$ cat src/rtl/inst_fetch_pkg.sv
// inst_fetch_pkg -- shared types for the instruction fetch stage.
//   addr_t / inst_t     : 32-bit fetch address and instruction word
//   fetch_state_e       : fetch FSM states
//   RESET_PC_DEFAULT    : default first fetch address after reset
package inst_fetch_pkg;

  typedef logic [31:0] addr_t;
  typedef logic [31:0] inst_t;

  typedef enum logic [1:0] {
    S_IDLE,
    S_REQ,
    S_WAIT,
    S_HOLD
  } fetch_state_e;

  localparam addr_t RESET_PC_DEFAULT = 32'hBFC0_0000;

endpackage

$ cat src/rtl/inst_fetch_if.sv
// inst_fetch_if -- instruction bus between the fetch stage and memory.
//   inst_req / inst_addr : request and its address (held until inst_addr_ok)
//   inst_addr_ok         : address accepted this cycle
//   inst_data_ok         : read data valid this cycle
//   inst_rdata           : returned instruction word
// master = fetch stage, slave = memory side.
interface inst_fetch_if;
  import inst_fetch_pkg::*;

  logic  inst_req;
  addr_t inst_addr;
  logic  inst_addr_ok;
  logic  inst_data_ok;
  inst_t inst_rdata;

  modport master (
    output inst_req, inst_addr,
    input  inst_addr_ok, inst_data_ok, inst_rdata
  );

  modport slave (
    input  inst_req, inst_addr,
    output inst_addr_ok, inst_data_ok, inst_rdata
  );

endinterface

$ cat src/rtl/inst_fetch.sv
// inst_fetch -- single-outstanding instruction fetch stage.
// Ports:
//   clk, rst            : clock, synchronous active-high reset
//   stall               : downstream not accepting the held instruction
//   flush / flush_pc    : exception redirect (wins over branch)
//   branch_flag / branch_target : branch redirect
//   bus (master)        : instruction bus, see inst_fetch_if
//   if_pc/if_inst/if_valid/if_adel : presented instruction
// Parameter RESET_PC: first fetch address after reset.
// Optional macro FETCH_ADEL_EN: misaligned PCs raise if_adel instead of
// issuing a bus request. Without it if_adel stays 0 and the PC goes to the
// bus unchanged.
module inst_fetch
  import inst_fetch_pkg::*;
#(
  parameter addr_t RESET_PC = RESET_PC_DEFAULT
) (
  input  logic         clk,
  input  logic         rst,
  input  logic         stall,
  input  logic         flush,
  input  addr_t        flush_pc,
  input  logic         branch_flag,
  input  addr_t        branch_target,
  inst_fetch_if.master bus,
  output addr_t        if_pc,
  output inst_t        if_inst,
  output logic         if_valid,
  output logic         if_adel
);

  fetch_state_e state_q, state_d;
  addr_t        pc_q, pc_d;
  logic         cancel_q, cancel_d;
  logic         inst_req_q, inst_req_d;
  addr_t        inst_addr_q, inst_addr_d;
  addr_t        if_pc_q, if_pc_d;
  inst_t        if_inst_q, if_inst_d;
  logic         if_valid_q, if_valid_d;
  logic         if_adel_q, if_adel_d;

  logic  redirect;
  addr_t redir_tgt;
  logic  enter_req;

  assign redirect  = flush | branch_flag;
  assign redir_tgt = flush ? flush_pc : branch_target;

  always_ff @(posedge clk) begin
    if (rst) begin
      state_q     <= S_IDLE;
      pc_q        <= RESET_PC;
      cancel_q    <= 1'b0;
      inst_req_q  <= 1'b0;
      inst_addr_q <= '0;
      if_pc_q     <= '0;
      if_inst_q   <= '0;
      if_valid_q  <= 1'b0;
      if_adel_q   <= 1'b0;
    end else begin
      state_q     <= state_d;
      pc_q        <= pc_d;
      cancel_q    <= cancel_d;
      inst_req_q  <= inst_req_d;
      inst_addr_q <= inst_addr_d;
      if_pc_q     <= if_pc_d;
      if_inst_q   <= if_inst_d;
      if_valid_q  <= if_valid_d;
      if_adel_q   <= if_adel_d;
    end
  end

  always_comb begin
    state_d     = state_q;
    pc_d        = pc_q;
    cancel_d    = cancel_q;
    inst_req_d  = inst_req_q;
    inst_addr_d = inst_addr_q;
    if_pc_d     = if_pc_q;
    if_inst_d   = if_inst_q;
    if_valid_d  = if_valid_q;
    if_adel_d   = if_adel_q;
    enter_req   = 1'b0;

    case (state_q)
      S_IDLE: begin
        if (redirect) pc_d = redir_tgt;
        enter_req = 1'b1;
      end

      S_REQ: begin
        if (!inst_req_q) begin
          // In REQ without a raised request only happens for a misaligned PC:
          // nothing is on the bus, so a redirect simply restarts REQ.
          if (redirect) begin
            pc_d      = redir_tgt;
            enter_req = 1'b1;
          end else begin
            state_d    = S_HOLD;
            if_valid_d = 1'b1;
            if_adel_d  = 1'b1;
            if_inst_d  = '0;
            if_pc_d    = pc_q;
          end
        end else begin
          // The request already on the bus must not change, so a redirect
          // only retargets pc and marks the in-flight fetch for discard.
          if (redirect) begin
            pc_d     = redir_tgt;
            cancel_d = 1'b1;
          end
          if (bus.inst_addr_ok) begin
            state_d    = S_WAIT;
            inst_req_d = 1'b0;
          end
        end
      end

      S_WAIT: begin
        if (redirect) pc_d = redir_tgt;
        if (bus.inst_data_ok) begin
          cancel_d = 1'b0;
          if (redirect || cancel_q) begin
            enter_req = 1'b1;
          end else begin
            state_d    = S_HOLD;
            if_valid_d = 1'b1;
            if_adel_d  = 1'b0;
            if_inst_d  = bus.inst_rdata;
            if_pc_d    = pc_q;
          end
        end else if (redirect) begin
          cancel_d = 1'b1;
        end
      end

      S_HOLD: begin
        if (redirect) begin
          pc_d       = redir_tgt;
          if_valid_d = 1'b0;
          if_adel_d  = 1'b0;
          enter_req  = 1'b1;
        end else if (!stall) begin
          pc_d       = pc_q + 32'd4;
          if_valid_d = 1'b0;
          if_adel_d  = 1'b0;
          enter_req  = 1'b1;
        end
      end

      default: state_d = S_IDLE;
    endcase

    // Launch the request for the new pc as REQ is (re)entered, so the bus
    // sees a registered, stable address for the whole REQ phase.
    if (enter_req) begin
      state_d     = S_REQ;
      inst_addr_d = pc_d;
`ifdef FETCH_ADEL_EN
      inst_req_d  = (pc_d[1:0] == 2'b00);
`else
      inst_req_d  = 1'b1;
`endif
    end
  end

  assign bus.inst_req  = inst_req_q;
  assign bus.inst_addr = inst_addr_q;
  assign if_pc         = if_pc_q;
  assign if_inst       = if_inst_q;
  assign if_valid      = if_valid_q;
  assign if_adel       = if_adel_q;

endmodule

$ cat src/flat_wrapper.sv
// flat-port wrapper written by rule: the top's interface ports become plain ports
module inst_fetch_flat import inst_fetch_pkg::*;
#(
  parameter addr_t RESET_PC = RESET_PC_DEFAULT
)
  (clk, rst, stall, flush, flush_pc, branch_flag, branch_target, if_pc, if_inst, if_valid, if_adel, bus_inst_req, bus_inst_addr, bus_inst_addr_ok, bus_inst_data_ok, bus_inst_rdata);
  inst_fetch_if bus_i ();
  input  logic clk;
  input  logic rst;
  input  logic stall;
  input  logic flush;
  input  addr_t flush_pc;
  input  logic branch_flag;
  input  addr_t branch_target;
  output addr_t if_pc;
  output inst_t if_inst;
  output logic if_valid;
  output logic if_adel;
  output wire logic [$bits(bus_i.inst_req)-1:0] bus_inst_req;
  output wire logic [$bits(bus_i.inst_addr)-1:0] bus_inst_addr;
  input wire logic [$bits(bus_i.inst_addr_ok)-1:0] bus_inst_addr_ok;
  input wire logic [$bits(bus_i.inst_data_ok)-1:0] bus_inst_data_ok;
  input wire logic [$bits(bus_i.inst_rdata)-1:0] bus_inst_rdata;
  assign bus_inst_req = bus_i.inst_req;
  assign bus_inst_addr = bus_i.inst_addr;
  assign bus_i.inst_addr_ok = bus_inst_addr_ok;
  assign bus_i.inst_data_ok = bus_inst_data_ok;
  assign bus_i.inst_rdata = bus_inst_rdata;
  inst_fetch #(.RESET_PC(RESET_PC)) u_core (.clk(clk), .rst(rst), .stall(stall), .flush(flush), .flush_pc(flush_pc), .branch_flag(branch_flag), .branch_target(branch_target), .bus(bus_i), .if_pc(if_pc), .if_inst(if_inst), .if_valid(if_valid), .if_adel(if_adel));
endmodule
$ cat config.mk
export PLATFORM = sky130hd
export DESIGN_NAME = inst_fetch_flat
export DESIGN_NICKNAME = d
export VERILOG_FILES = /design/src/rtl/inst_fetch_pkg.sv /design/src/rtl/inst_fetch_if.sv /design/src/rtl/inst_fetch.sv /design/src/flat_wrapper.sv
export SDC_FILE = /design/constraint.sdc
export NUM_CORES = 1
export LEC_CHECK = 0
export ABC_CLOCK_PERIOD_IN_PS = 2520
export CORE_UTILIZATION = 45
export DETAILED_ROUTE_END_ITERATION = 8
export GPL_TIMING_DRIVEN = 0
export HOLD_SLACK_MARGIN = 0.12
export PLACE_DENSITY = 0.82
export SLEW_MARGIN = 15
export SYNTH_ARGS = -nofsm -noshare
export SYNTH_HDL_FRONTEND = slang
export SYNTH_SLANG_ARGS = --single-unit
$ cat constraint.sdc
create_clock -name clk -period 2.52 [get_ports clk]
set_input_delay 0.504 -clock clk [delete_from_list [all_inputs] [get_ports clk]]
set_output_delay 0.504 -clock clk [all_outputs]
set_load 0.05 [all_outputs]
After elaboration in Yosys (flattened, before gate mapping). Index checks and enable logic that the tools add are counted.

Bits in registers: 134. Input bits: 103. Output and inout port bits: 99. Logic and storage cells: 87.

Add/sub/neg operators: 1. Equal/unequal tests: 15. Mux-type cells: 47. Bitwise gates (word level): 1. Reduce and logical (&&, ||, !) cells: 13.

Operator list (count): two-way mux 32 bit (12); case mux 32 bit (2 select lines) (3); adder 32 x 3 -> 32 bit (second input constant) (1); two-way mux 1 bit (22); AND reduction 5 bit (3); != test 3 x 2 -> 1 bit (second input constant) (4); two-way mux 2 bit (5); != test 2 bit (second input constant) (4); case mux 1 bit (3 select lines) (2); AND reduction 6 bit (1); nonzero test 3 bit (2); equality test 2 bit (second input constant) (2); != test 4 x 3 -> 1 bit (second input constant) (1); != test 4 bit (second input constant) (1); case mux 1 bit (4 select lines) (1); case mux 2 bit (2 select lines) (1); nonzero test 2 bit (2); != test 3 bit (second input constant) (1); OR reduction 3 bit (1); equality test 2 x 1 -> 1 bit (second input constant) (1); logical NOT 2 bit (1); != test 2 x 1 -> 1 bit (second input constant) (1); case mux 1 bit (2 select lines) (1); AND reduction 2 bit (1); 3 further kinds (3).

Longest topological paths before layout. Gate-level depths: netlist of the first run.

Word-level depth: 7. Gate-level depth with buffers: 10.

Least setup slack after synthesis of the first run. OpenSTA, ideal clock, no wires.

Path type: input to register. Start: input flush. End: register u_core.inst_addr_q[0], in the netlist u_core.bus.inst_addr[0]. Setup time: 0.128 ns. Arrival time: 1.883 ns. Data required time: 2.392 ns. Slack: 0.510 ns. Stages: 7. Cell sequence: buf_2 > or3_1 > a221oi_2 > buf_4 > nor2_1 > a21oi_1 > nor2_1.

Cells in the longest elaborated chain, start to end: 5. Elaborated cells between the ends (all ways): 12. Those cells by class: 10 x mux; 1 x bitwise; 1 x reduce/logical.

RTL lines: from (decl) (RTL line flat_wrapper.sv:11) `input logic flush;`; bitwise OR 1 bit (RTL line inst_fetch.sv:46) `assign redirect = flush | branch_flag;`; logical OR 1 bit (RTL line inst_fetch.sv:123) `if (redirect || cancel_q) begin`; two-way mux 1 bit (RTL line inst_fetch.sv:123); two-way mux 1 bit (RTL line inst_fetch.sv:121) `if (bus.inst_data_ok) begin`; case mux 1 bit (4 select lines) (RTL line inst_fetch.sv:85) `case (state_q)`; to (signal assigned) (RTL line inst_fetch.sv:65) `inst_addr_q <= inst_addr_d;`; to (decl) (RTL line inst_fetch.sv:36) `addr_t inst_addr_q, inst_addr_d;`.

Parallel ways exist; a longest one is shown, timed or not. A chain may end at the register's enable or synchronous reset.

Worst setup path after layout of the first run.
Start: input branch_flag. End: register u_core.inst_addr_q[30], in the netlist u_core.bus.inst_addr[30].

Cells in the longest elaborated chain, start to end: 5. Elaborated cells between the ends (all ways): 11. Those cells by class: 9 x mux; 1 x bitwise; 1 x reduce/logical.

RTL lines: from (decl) (RTL line flat_wrapper.sv:13) `input logic branch_flag;`; bitwise OR 1 bit (*) (RTL line inst_fetch.sv:46); logical OR 1 bit (RTL line inst_fetch.sv:123); two-way mux 1 bit (RTL line inst_fetch.sv:123); two-way mux 1 bit (RTL line inst_fetch.sv:121); case mux 1 bit (4 select lines) (RTL line inst_fetch.sv:85).

Every way passes the cells marked *; elsewhere a longest branch is shown, timed or not.

==> results of run 1 <==
==> worst max-delay path: cells and delay by family <==
family / cells / cell delay, ns
AND/OR/NAND/NOR: 2 / 0.24
buffers and inverters: 3 / 1.11
AO/OA/AOI/OAI: 3 / 0.85
==> layout by cell type, fill, tap and decap left out, drive strengths merged, types with 8 or more instances in the layout <==
master           n
a211oi          17
a21oi           84
buf             21
clkbuf          54
clkdlybuf4s50  199
dfxtp          134
inv             14
mux2i            8
nand2          133
nand3           49
nand4            9
nor2            53
nor3            13
o21ai           16
xnor2           11
xor2            13
==> report_power, final <==
part | internal [W] | leakage (nW) | switching (W)
Sequential | 0.00235 | 1.10 | 0.000167
Combinational | 0.000779 | 1.82 | 0.00147
Clock | 0.00175 | 0.305 | 0.000908
==> registers in the layout, indices dropped and copies added, names as in the netlist <==
signal                count
u_core.bus.inst_addr     32
u_core.bus.inst_req       1
u_core.cancel_q           1
u_core.if_adel            1
u_core.if_inst           32
u_core.if_pc             32
u_core.if_valid           1
u_core.pc_q              32
u_core.state_q            2
==> cells by family (layout without fill, tap and decap cells) <==
logic type                 count (synthesis)  in the layout  share of synthesized area
DFF                                      134            134                      0.462
and+or+nand+nor                          287            287                      0.232
muxes                                      8              8                     0.0138
other                                      0              2                          0
adders and majority gates                  5              5                     0.0108
buffers and inverters                     67            298                     0.0528
AOI/OAI and AO/OA                        174            174                      0.192
xor gates and xnor gates                  24             24                     0.0362
==> layout make-up <==
cell class,count,share of cell area
clock inverters,8,0.0166
inverters,15,0.00646
flip-flops and latches,134,0.308
plain buffers,51,0.0283
clock buffers,23,0.0560
repair buffers,201,0.231
multi-input cells,498,0.329
diodes,2,0.000574
well taps,172,0.0247
==> metal layers <==
metal	GRT usage	part of all wire
met1	0.369	0.41
met2	0.476	0.47
met3	0.0779	0.097
met4	0.118	0.023
met5	0	0
==> repair_timing <==
item,4_1_cts,5_1_grt
hold buffers,0,0
resized for setup,1,9
setup endpoints to repair,16,32
pin swaps,1,1
buffers inserted,0,1
==> worst max-delay path by stage <==
stage / from / end / slack [ns] / cells after the start
2_1_floorplan: flush / u_core.bus.inst_addr[0]$_SDFFE_PP0P_ / 0.51 / 7
4_1_cts: u_core.state_q[0]$_SDFFE_PP0P_ / u_core.bus.inst_addr[30]$_SDFFE_PP0P_ / 0.0003 / 10
6_report: branch_flag / u_core.bus.inst_addr[30]$_SDFFE_PP0P_ / 0.11 / 8
3_3_place_gp: branch_flag / u_core.if_pc[20]$_SDFFE_PP0P_ / -0.43 / 8
3_5_place_dp: branch_flag / u_core.if_pc[21]$_SDFFE_PP0P_ / -0.45 / 8
5_1_grt: u_core.pc_q[2]$_SDFF_PP0_ / u_core.pc_q[30]$_SDFF_PP0_ / -0.06 / 9
==> per-stage QoR <==
step	hold slack (ns)	util	setup slack [ns]	cell area, µm²	setup TNS [ns]
after global routing	0.466	0.691	-0.0610	8720	-0.0930
final	0.447	0.691	0.106	8720	0
after global placement	0.438	0.636	-0.433	8030	-34.52
after floorplan	0.431	-	0.510	5810	0
after detailed placement	0.442	0.636	-0.453	8030	-36.20
after CTS	0.451	0.686	0.000304	8660	0
==> summary.txt, run 1 <==
Status
  – Status: completed

Cells and area
  – Final cell count without fillers: 1,104
  – Filler cells: 1,014
  – Final Net Count: 1,026
  – Sequential Area: 0.00268 mm²
  – Syn-to-layout area delta: 50.2%
  – Area of the multi-input gates: 0.00287 mm²
  – Share of layout cells above drive strength 1: 0.0796

Critical path
  – Setup crit start kind: input pin
  – Worst r2r src: u_core.state_q[1]$_SDFFE_PP0P_
  – Crit-path cells: clkdlybuf4s50_1 > nor2_4 > o32ai_2 > a221o_1 > buf_2 > buf_2 > nor2_1 > a211oi_1
  – Most used cell, CP: buf_2
  – Highest cell delay on the worst timing path: 0.61 ns
  – CP Data Required Time: 2.83 ns
  – Critical path class: input pin to flop
  – FF-to-FF setup slack: 0.13 ns
  – Cell count of the worst reg-to-reg path: 9
  – Arr. time, crit path: 2.72 ns
  – Worst-path maximum fanout: 10
  – Crit path capture type: flop
  – Slowest stage cell, crit path: clkdlybuf4s50_1
  – Reg2reg end: u_core.bus.inst_addr[30]$_SDFFE_PP0P_

Timing
  – Fmax: 0.414 GHz
  – Clock skew: 0.0110 ns
  – Final hold viol count: 0
  – Final setup fails: 0
  – Fin crit period: 2.41 ns
  – Max_slew headroom: 0.519
  – Slew @ Worst Pin: 0.722 ns
  – Pins Over Slew Limit: 0
  – Fin crit share: 0.958

GRT
  – Overflow after GRT: 0
  – GR Util All Layers: 0.292
  – First-pass GRT wire length: 29,500 µm
  – Vias in the first global route: 5,807
  – Largest net degree at the start of global routing: 17
  – Antenna violations before repair: 2

Synth
  – Syn Std Cell Area: 0.00581 mm²
  – Leading area contributor after synthesis: dfxtp_1
  – Synth top cells by count: 134 x dfxtp_1, 133 x nand2_1, 83 x a21oi_1
  – Leading cell type by number of instances after synthesis: dfxtp_1
  – Asr flop ratio synth: 0
  – Post-synth EDFFs: 0
  – Synth top area share: 0.462
  – Net Count, Synth: 807
  – Sequential-to-total area share from yosys stat: 0.462
  – Cell count after synthesis: 699
  – Yosys reg bits: 134
  – Ys Warns: 0
  – Main synth FF type: dfxtp_1
  – Largest cells by area after synthesis: dfxtp_1 46%, nand2_1 8.6%, a21oi_1 7.2%
  – Yosys cell types: 62
  – Mapped Avg Cell Area: 8.31 µm²

Floorplan
  – Starting Density: 0.460
  – Row count: 41
  – Die Span Y: 116 µm
  – I/O Pins: 202
  – DIE AREA: 0.0134 mm²
  – Die Wd: 116 µm
  – CORE AREA: 0.0126 mm²

Min path
  – Min-delay worst type: flop to flop
  – Worst Hold Depth: 2
  – Min-delay src: u_core.if_inst[20]$_SDFFE_PP0P_
  – WHS Endpoint: u_core.if_inst[20]$_SDFFE_PP0P_

Clock tree
  – Root buffer selected by CTS: clkbuf_16
  – H-tree depth: 4
  – CTS tree: built
  – Clk buf depth: 2
  – Clock Latency Late Sink: 0.42 ns
  – Num CTS Buffers: 17
  – Worst-path clk slew: 0.06 ns
  – CTS sink count: 134

Detailed routing
  – Post-route ant nets: 0
  – Drt drc: 0
  – Starting DRT DRC Count: 472
  – Drt first pass iters: 6
  – Avg WL per Cell: 17.5 µm
  – Routed vias: 6,187
  – Via density: 5.60
  – WL final: 19,400 µm

Power
  – Cell Pwr Density: 852 mW/mm²
  – Lkg Pwr: 3.23 nW
  – Tot Pwr: 0.00743 W
  – VDD IR-drop max: 0.534 mV

Job
  – Max-cap violations: 0

Placed design
  – DPL Wire Length: 13,800 µm
  – Cells after DPL: 1,071
  – Buffers on Ports: 200
  – Gpl congestion: 0.917
No activity file was read; power rests on OpenSTA's default activity.
==> inputs of run 2 (changes only) <==
--- a/config.mk
+++ b/config.mk
@@ -5,7 +5,7 @@
 export SDC_FILE = /design/constraint.sdc
 export NUM_CORES = 1
 export LEC_CHECK = 0
-export ABC_CLOCK_PERIOD_IN_PS = 2520
+export ABC_CLOCK_PERIOD_IN_PS = 2630
 export CORE_UTILIZATION = 45
 export DETAILED_ROUTE_END_ITERATION = 8
 export GPL_TIMING_DRIVEN = 0
==> constraint.sdc (replaced) <==
create_clock -name clk -period 2.63 [get_ports clk]
set_input_delay 0.526 -clock clk [delete_from_list [all_inputs] [get_ports clk]]
set_output_delay 0.526 -clock clk [all_outputs]
set_load 0.05 [all_outputs]
==> run 2 against run 1 <==
  * Clock power is 4% lower
  * Total power is 4.4% lower
  * Clock skew is 0.0016 ns lower
  * Final cell count stayed put
  * Hold slack better by 0.0017 ns
  * Die area stayed put
  * Via count is 0.55% lower
  * Cell area is 0.50% lower
  * Utilization is 0.35 points lower
  * Sequential power is 4% lower
  * Critical path type unchanged
  * Largest power group unchanged
==> summary.txt, run 2 (synthesis gave the netlist of run 1 again) <==
Timing
  – RSZ-0062 raised after global routing: yes
  – Fin crit period: 2.57 ns
  – Fin crit share: 0.977
  – Final hold viol count: 0 (unchanged)
  – Slew @ Worst Pin: 0.829 ns (+0.107 ns)
  – Fmax: 0.389 GHz
  – PnR worst setup slack: 0.0612 ns (-0.0443 ns)
  – Final setup fails: 0 (unchanged)
  – Clock skew: 0.00938 ns (-0.00161 ns)
  – Max_slew headroom: 0.445 (-0.0733)
  – Pins Over Slew Limit: 0 (unchanged)

Cells and area
  – Final Net Count: 1,026 (unchanged)
  – Filler cells: 1,023 (+0.89%)
  – Most frequent cells in the layout: 199 x clkdlybuf4s50_1, 134 x dfxtp_1, 132 x nand2_1, 83 x a21oi_1, 52 x nor2_1
  – Share of layout cells above drive strength 1: 0.0753 (-0.00430)
  – Final cell count without fillers: 1,104 (unchanged)
  – Commonest non-fill, non-tap cell in the layout: clkdlybuf4s50_1
  – Syn-to-layout area delta: 49.4%

Critical path
  – Slowest stage cell, crit path: a221oi_2
  – Setup crit start kind: input pin
  – CP bufs+invs: 2 (-1)
  – Crit-path cells: clkdlybuf4s50_1 > nor2_4 > o32ai_1 > a221oi_2 > buf_4 > nor2_1 > a21oi_1 > nor2_1
  – Arr. time, crit path: 2.85 ns (+0.13 ns)
  – Highest cell delay on the worst timing path: 0.71 ns (+0.10 ns)
  – Most used cell, CP: nor2_1
  – Crit path capture type: flop
  – Critical path class: input pin to flop
  – Family with the most delay on the worst path: compound AO/OA/AOI/OAI gates
  – Worst-path maximum fanout: 10 (unchanged)
  – CP Data Required Time: 2.92 ns (+0.09 ns)

Clock tree
  – Root buffer selected by CTS: clkbuf_16
  – CTS tree: built
  – CTS sink count: 134 (unchanged)
  – Clk buf depth: 2 (unchanged)
  – Clock Latency Late Sink: 0.42 ns (about the same)
  – Hold Buf Count CTS: 0 (unchanged)
  – Num CTS Buffers: 17 (unchanged)
  – Worst-path clk slew: 0.06 ns (about the same)
  – H-tree depth: 4 (unchanged)

GRT
  – Vias in the first global route: 5,805 (-0.034%)
  – Antenna violations before repair: 2 (unchanged)
  – Overflow after GRT: 0 (unchanged)
  – First-pass GRT wire length: 29,500 µm (about the same)
  – Largest net degree at the start of global routing: 17 (unchanged)
  – GR Util All Layers: 0.292 (about the same)

Placed design
  – DP Worst Slack: -0.365 ns (+0.0880 ns)
  – DPL Wire Length: 13,800 µm (unchanged)
  – Cells after DPL: 1,071 (unchanged)
  – Buffers on Ports: 200 (unchanged)
  – Gpl congestion: 0.917 (unchanged)

Detailed routing
  – WL final: 19,300 µm (-0.21%)
  – Top sig layer: met4
  – Via density: 5.57 (-0.55%)
  – Met3 WL: 1600 µm (-15%)
  – Drt first pass iters: 6 (unchanged)
  – Starting DRT DRC Count: 455 (-3.6%)
  – Routed vias: 6,153 (-0.55%)
  – Drt drc: 0 (unchanged)
  – Post-route ant nets: 0 (unchanged)
  – Post-route met1 wirelength: 8190 µm (+3.0%)
  – Met2 WL post-DR: 9090 µm (+0.12%)
  – Avg WL per Cell: 17.5 µm (-0.21%)

Min path
  – Min-delay worst type: flop to flop

Floorplan
  – Die Wd: 116 µm (unchanged)
  – DIE AREA: 0.0134 mm² (unchanged)
  – Starting Density: 0.460 (unchanged)
  – CORE AREA: 0.0126 mm² (unchanged)
  – Row count: 41 (unchanged)
  – Die Span Y: 116 µm (unchanged)
  – I/O Pins: 202 (unchanged)

Power
  – VDD IR-drop max: 0.505 mV (-5.4%)
  – Cell Pwr Density: 819 mW/mm² (-3.9%)
  – Lkg Pwr: 3.22 nW (-0.19%)

Job
  – Max-cap violations: 0 (unchanged)

Status
  – Status: completed
==> run 2: cell types whose count changed in the layout (fill, tap and decap cells not counted) <==
cell | previous run | this run
a221oi_2 | 0 | 1
a221oi_4 | 1 | 0
ha_1 | 4 | 5
ha_2 | 1 | 0
nand3_2 | 0 | 1
nand3_4 | 1 | 0
nor2_1 | 51 | 52
nor2_2 | 1 | 0
nor4_2 | 0 | 1
nor4_4 | 1 | 0
o21ai_1 | 0 | 1
o21ai_2 | 2 | 1
o32ai_1 | 0 | 1
o32ai_2 | 1 | 0
==> run 2: repair_timing <==
item,4_1_cts,5_1_grt
setup buffers,0,1
endpoints found under the setup margin,0,69
gates resized for setup,0,3
==> run 2: stage by stage <==
stage / hold WS, ns / total power, W / utilization / area (µm²) / TNS [ns]
3_3_place_gp: 0.438 / 0.00453 / 0.636 / 8030 / -24.50
3_5_place_dp: 0.442 / 0.00455 / 0.636 / 8030 / -25.96
6_report: 0.449 / 0.00711 / 0.688 / 8680 / 0
4_1_cts: 0.451 / 0.00709 / 0.686 / 8660 / 0
2_1_floorplan: 0.431 / 0.00376 / - / 5810 / 0
5_1_grt: 0.466 / 0.00736 / 0.687 / 8670 / -0.0406
==> run 2: where the power goes <==
| group | switching, W | total [W] | internal [W] | leakage, nW |
|---|---|---|---|---|
| Clock | 0.000872 | 0.00255 | 0.00168 | 0.305 |
| Sequential | 0.000158 | 0.00241 | 0.00226 | 1.10 |
| Combinational | 0.00140 | 0.00214 | 0.000737 | 1.81 |
| Total | 0.00243 | 0.00711 | 0.00467 | 3.22 |
==> run 2: per-layer routing <==
layer  up-vias  global-route usage
met1      2916               0.369
met2       290               0.476
met4         0               0.118
li1       2905                   -
met3        42              0.0779
met5         -                   0
==> run 2: final cells by class <==
cell class                      instances  area, µm²  share of cell area
Inverter                               15       56.3             0.00649
Clock buffer                           23        488              0.0562
Timing Repair Buffer                  201       2010               0.232
Sequential cell                       134       2680               0.309
Tap cell                              172        215              0.0248
Buffer                                 51        246              0.0284
Antenna cell                            2       5.00            0.000577
Multi-Input combinational cell        498       2830               0.326
Clock inverter                          8        145              0.0167
==> run 2: path summary, 6_finish.rpt <==
| kind | from | endpoint | slack [ns] | cells past startpoint |
|---|---|---|---|---|
| worst min register to register | u_core.if_inst[20]$_SDFFE_PP0P_ | u_core.if_inst[20]$_SDFFE_PP0P_ | 0.45 | 2 |
| worst min-delay path | u_core.if_inst[20]$_SDFFE_PP0P_ | u_core.if_inst[20]$_SDFFE_PP0P_ | 0.45 | 2 |
| worst max register to register | u_core.state_q[0]$_SDFFE_PP0P_ | u_core.bus.inst_addr[0]$_SDFFE_PP0P_ | 0.14 | 9 |
| worst max-delay path | branch_flag | u_core.bus.inst_addr[0]$_SDFFE_PP0P_ | 0.06 | 8 |
==> run 2: worst register-to-register path, stage by stage, from the launching register on <==
cell and delay [ns]:
dfxtp_1 0.38, inv_1 0.09, ha_1 0.36, inv_1 0.16, o32ai_1 0.12, a221oi_2 0.71
buf_4 0.34, nor2_1 0.06, a21oi_1 0.11, nor2_1 0.05
==> inputs of run 3 (changes only) <==
--- a/config.mk
+++ b/config.mk
@@ -5,12 +5,13 @@
 export SDC_FILE = /design/constraint.sdc
 export NUM_CORES = 1
 export LEC_CHECK = 0
-export ABC_CLOCK_PERIOD_IN_PS = 2630
+export ABC_CLOCK_PERIOD_IN_PS = 2750
 export CORE_UTILIZATION = 45
 export DETAILED_ROUTE_END_ITERATION = 8
 export GPL_TIMING_DRIVEN = 0
 export HOLD_SLACK_MARGIN = 0.12
 export PLACE_DENSITY = 0.82
+export SKIP_CTS_REPAIR_TIMING = 1
 export SLEW_MARGIN = 15
 export SYNTH_ARGS = -nofsm -noshare
 export SYNTH_HDL_FRONTEND = slang
==> constraint.sdc (replaced) <==
create_clock -name clk -period 2.75 [get_ports clk]
set_input_delay 0.55 -clock clk [delete_from_list [all_inputs] [get_ports clk]]
set_output_delay 0.55 -clock clk [all_outputs]
set_load 0.05 [all_outputs]
==> run 3 against run 2 <==
  * Clock-buffer cell count stayed put
  * Via count is 0.15% higher
  * Sequential cell count stayed put
  * Wire length hardly changed
  * Critical endpoint is now u_core.bus.inst_addr[30]$_SDFFE_PP0P_
  * Final cell count hardly changed
  * Die area stayed put
  * Cell area is 0.19% lower
  * Clock skew is 0.0011 ns lower
  * Combinational power is 5% lower
==> summary.txt, run 3 (synthesis gave the netlist of run 1 again) <==
Status
  – Status: completed

Placed design
  – DPL Wire Length: 13,800 µm (unchanged)
  – Gpl congestion: 0.917 (unchanged)
  – DP Worst Slack: -0.269 ns (+0.0960 ns)
  – Buffers on Ports: 200 (unchanged)

Detailed routing
  – Avg WL per Cell: 17.5 µm (about the same)
  – Starting DRT DRC Count: 533 (+17%)
  – Drt first pass iters: 8 (+2)
  – Routed vias: 6,162 (+0.15%)
  – Post-route ant nets: 0 (unchanged)
  – Via density: 5.59 (+0.24%)
  – WL final: 19,300 µm (about the same)
  – Drt drc: 0 (unchanged)

Clock tree
  – H-tree depth: 4 (unchanged)
  – Num CTS Buffers: 17 (unchanged)
  – Clock Latency Late Sink: 0.42 ns (about the same)
  – Root buffer selected by CTS: clkbuf_16
  – CTS tree: built
  – CTS sink count: 134 (unchanged)
  – Clk buf depth: 2 (unchanged)
  – Worst-path clk slew: 0.06 ns (about the same)

Timing
  – Fin crit share: 0.966
  – Setup_tns: 0 ns (unchanged)
  – PnR worst setup slack: 0.0931 ns (+0.0318 ns)
  – Max_slew headroom: 0.422 (-0.0232)
  – Fin crit period: 2.66 ns
  – Final hold viol count: 0 (unchanged)
  – Pins Over Slew Limit: 0 (unchanged)
  – Clock skew: 0.00826 ns (-0.00112 ns)
  – Final setup fails: 0 (unchanged)
  – Slew @ Worst Pin: 0.864 ns (+0.0347 ns)
  – RSZ-0062 raised after global routing: yes
  – Fmax: 0.376 GHz

Floorplan
  – I/O Pins: 202 (unchanged)
  – Starting Density: 0.460 (unchanged)
  – DIE AREA: 0.0134 mm² (unchanged)
  – CORE AREA: 0.0126 mm² (unchanged)
  – Die Wd: 116 µm (unchanged)
  – Die Span Y: 116 µm (unchanged)
  – Row count: 41 (unchanged)

Min path
  – Min-delay worst type: flop to flop

Cells and area
  – Most frequent cells in the layout: 200 x clkdlybuf4s50_1, 134 x dfxtp_1, 133 x nand2_1, 83 x a21oi_1, 52 x nor2_1
  – Final Net Count: 1,026 (unchanged)
  – Share of layout cells above drive strength 1: 0.0720 (-0.00323)
  – Commonest non-fill, non-tap cell in the layout: clkdlybuf4s50_1
  – Filler cells: 1,023 (unchanged)
  – Syn-to-layout area delta: 49.1%
  – Final core occ: 0.686 (-0.00129)

GRT
  – Antenna violations before repair: 1 (-1)
  – Largest net degree at the start of global routing: 17 (unchanged)
  – Vias in the first global route: 5,805 (unchanged)
  – First-pass GRT wire length: 29,500 µm (unchanged)
  – Overflow after GRT: 0 (unchanged)
  – GR Util All Layers: 0.292 (unchanged)

Power
  – Lkg Pwr: 3.20 nW (-0.47%)
  – Cell Pwr Density: 784 mW/mm² (-4.2%)
  – VDD IR-drop max: 0.485 mV (-4.0%)

Critical path
  – CP Data Required Time: 3.05 ns (+0.13 ns)
  – Setup crit start kind: flop
  – Critical path class: flop to flop
  – Worst-path maximum fanout: 10 (unchanged)
  – Arr. time, crit path: 2.96 ns (+0.11 ns)
  – Crit path capture type: flop

Job
  – Max-cap violations: 0 (unchanged)
run 3: path summary, 6_finish.rpt:
check,start,to,slack [ns],depth (start not counted)
worst max-delay path,u_core.state_q[0]$_SDFFE_PP0P_,u_core.bus.inst_addr[30]$_SDFFE_PP0P_,0.09,10
worst min-delay path,u_core.if_inst[20]$_SDFFE_PP0P_,u_core.if_inst[20]$_SDFFE_PP0P_,0.45,2
worst max register to register,u_core.state_q[0]$_SDFFE_PP0P_,u_core.bus.inst_addr[30]$_SDFFE_PP0P_,0.09,10
worst min register to register,u_core.if_inst[20]$_SDFFE_PP0P_,u_core.if_inst[20]$_SDFFE_PP0P_,0.45,2
run 3: worst max-delay path: stages (launching register included):
cell and delay (ns):
dfxtp_1 0.34, inv_1 0.10, ha_1 0.15, clkbuf_1 0.43, inv_1 0.15, o32ai_1 0.23
a221o_1 0.21, buf_2 0.20, buf_2 0.31, nor2_1 0.10, a211oi_1 0.32
run 3: layout make-up:
| cell class | count | area (µm²) | area share |
|---|---|---|---|
| Antenna cell | 1 | 2.50 | 0.000289 |
| Buffer | 52 | 250 | 0.0289 |
| Clock buffer | 23 | 488 | 0.0563 |
| Clock inverter | 8 | 145 | 0.0168 |
| Inverter | 15 | 56.3 | 0.00650 |
| Multi-Input combinational cell | 498 | 2820 | 0.325 |
| Sequential cell | 134 | 2680 | 0.310 |
| Tap cell | 172 | 215 | 0.0248 |
| Timing Repair Buffer | 200 | 2000 | 0.231 |
run 3: layer usage:
metal  global-route usage  part of all wire  wire length, µm
met3               0.0779             0.097             1880
met4                0.118             0.024              461
met2                0.476              0.47             9030
met1                0.369              0.41             7950
met5                    0                 0                0
run 3: stage by stage:
stage | total power [W] | cells | hold slack (ns) | area (µm²)
final | 0.00679 | 1103 | 0.448 | 8660
after global routing | 0.00703 | 1102 | 0.466 | 8660
after CTS | 0.00678 | 1102 | 0.451 | 8660
after detailed placement | 0.00435 | 1071 | 0.442 | 8030
after global placement | 0.00433 | 1071 | 0.438 | 8030
after floorplan | 0.00360 | 699 | 0.431 | 5810
run 3: report_power, final:
part           switching, W  internal, W
Clock              0.000838      0.00161
Sequential         0.000153      0.00216
Combinational       0.00134     0.000703
Total               0.00233      0.00447
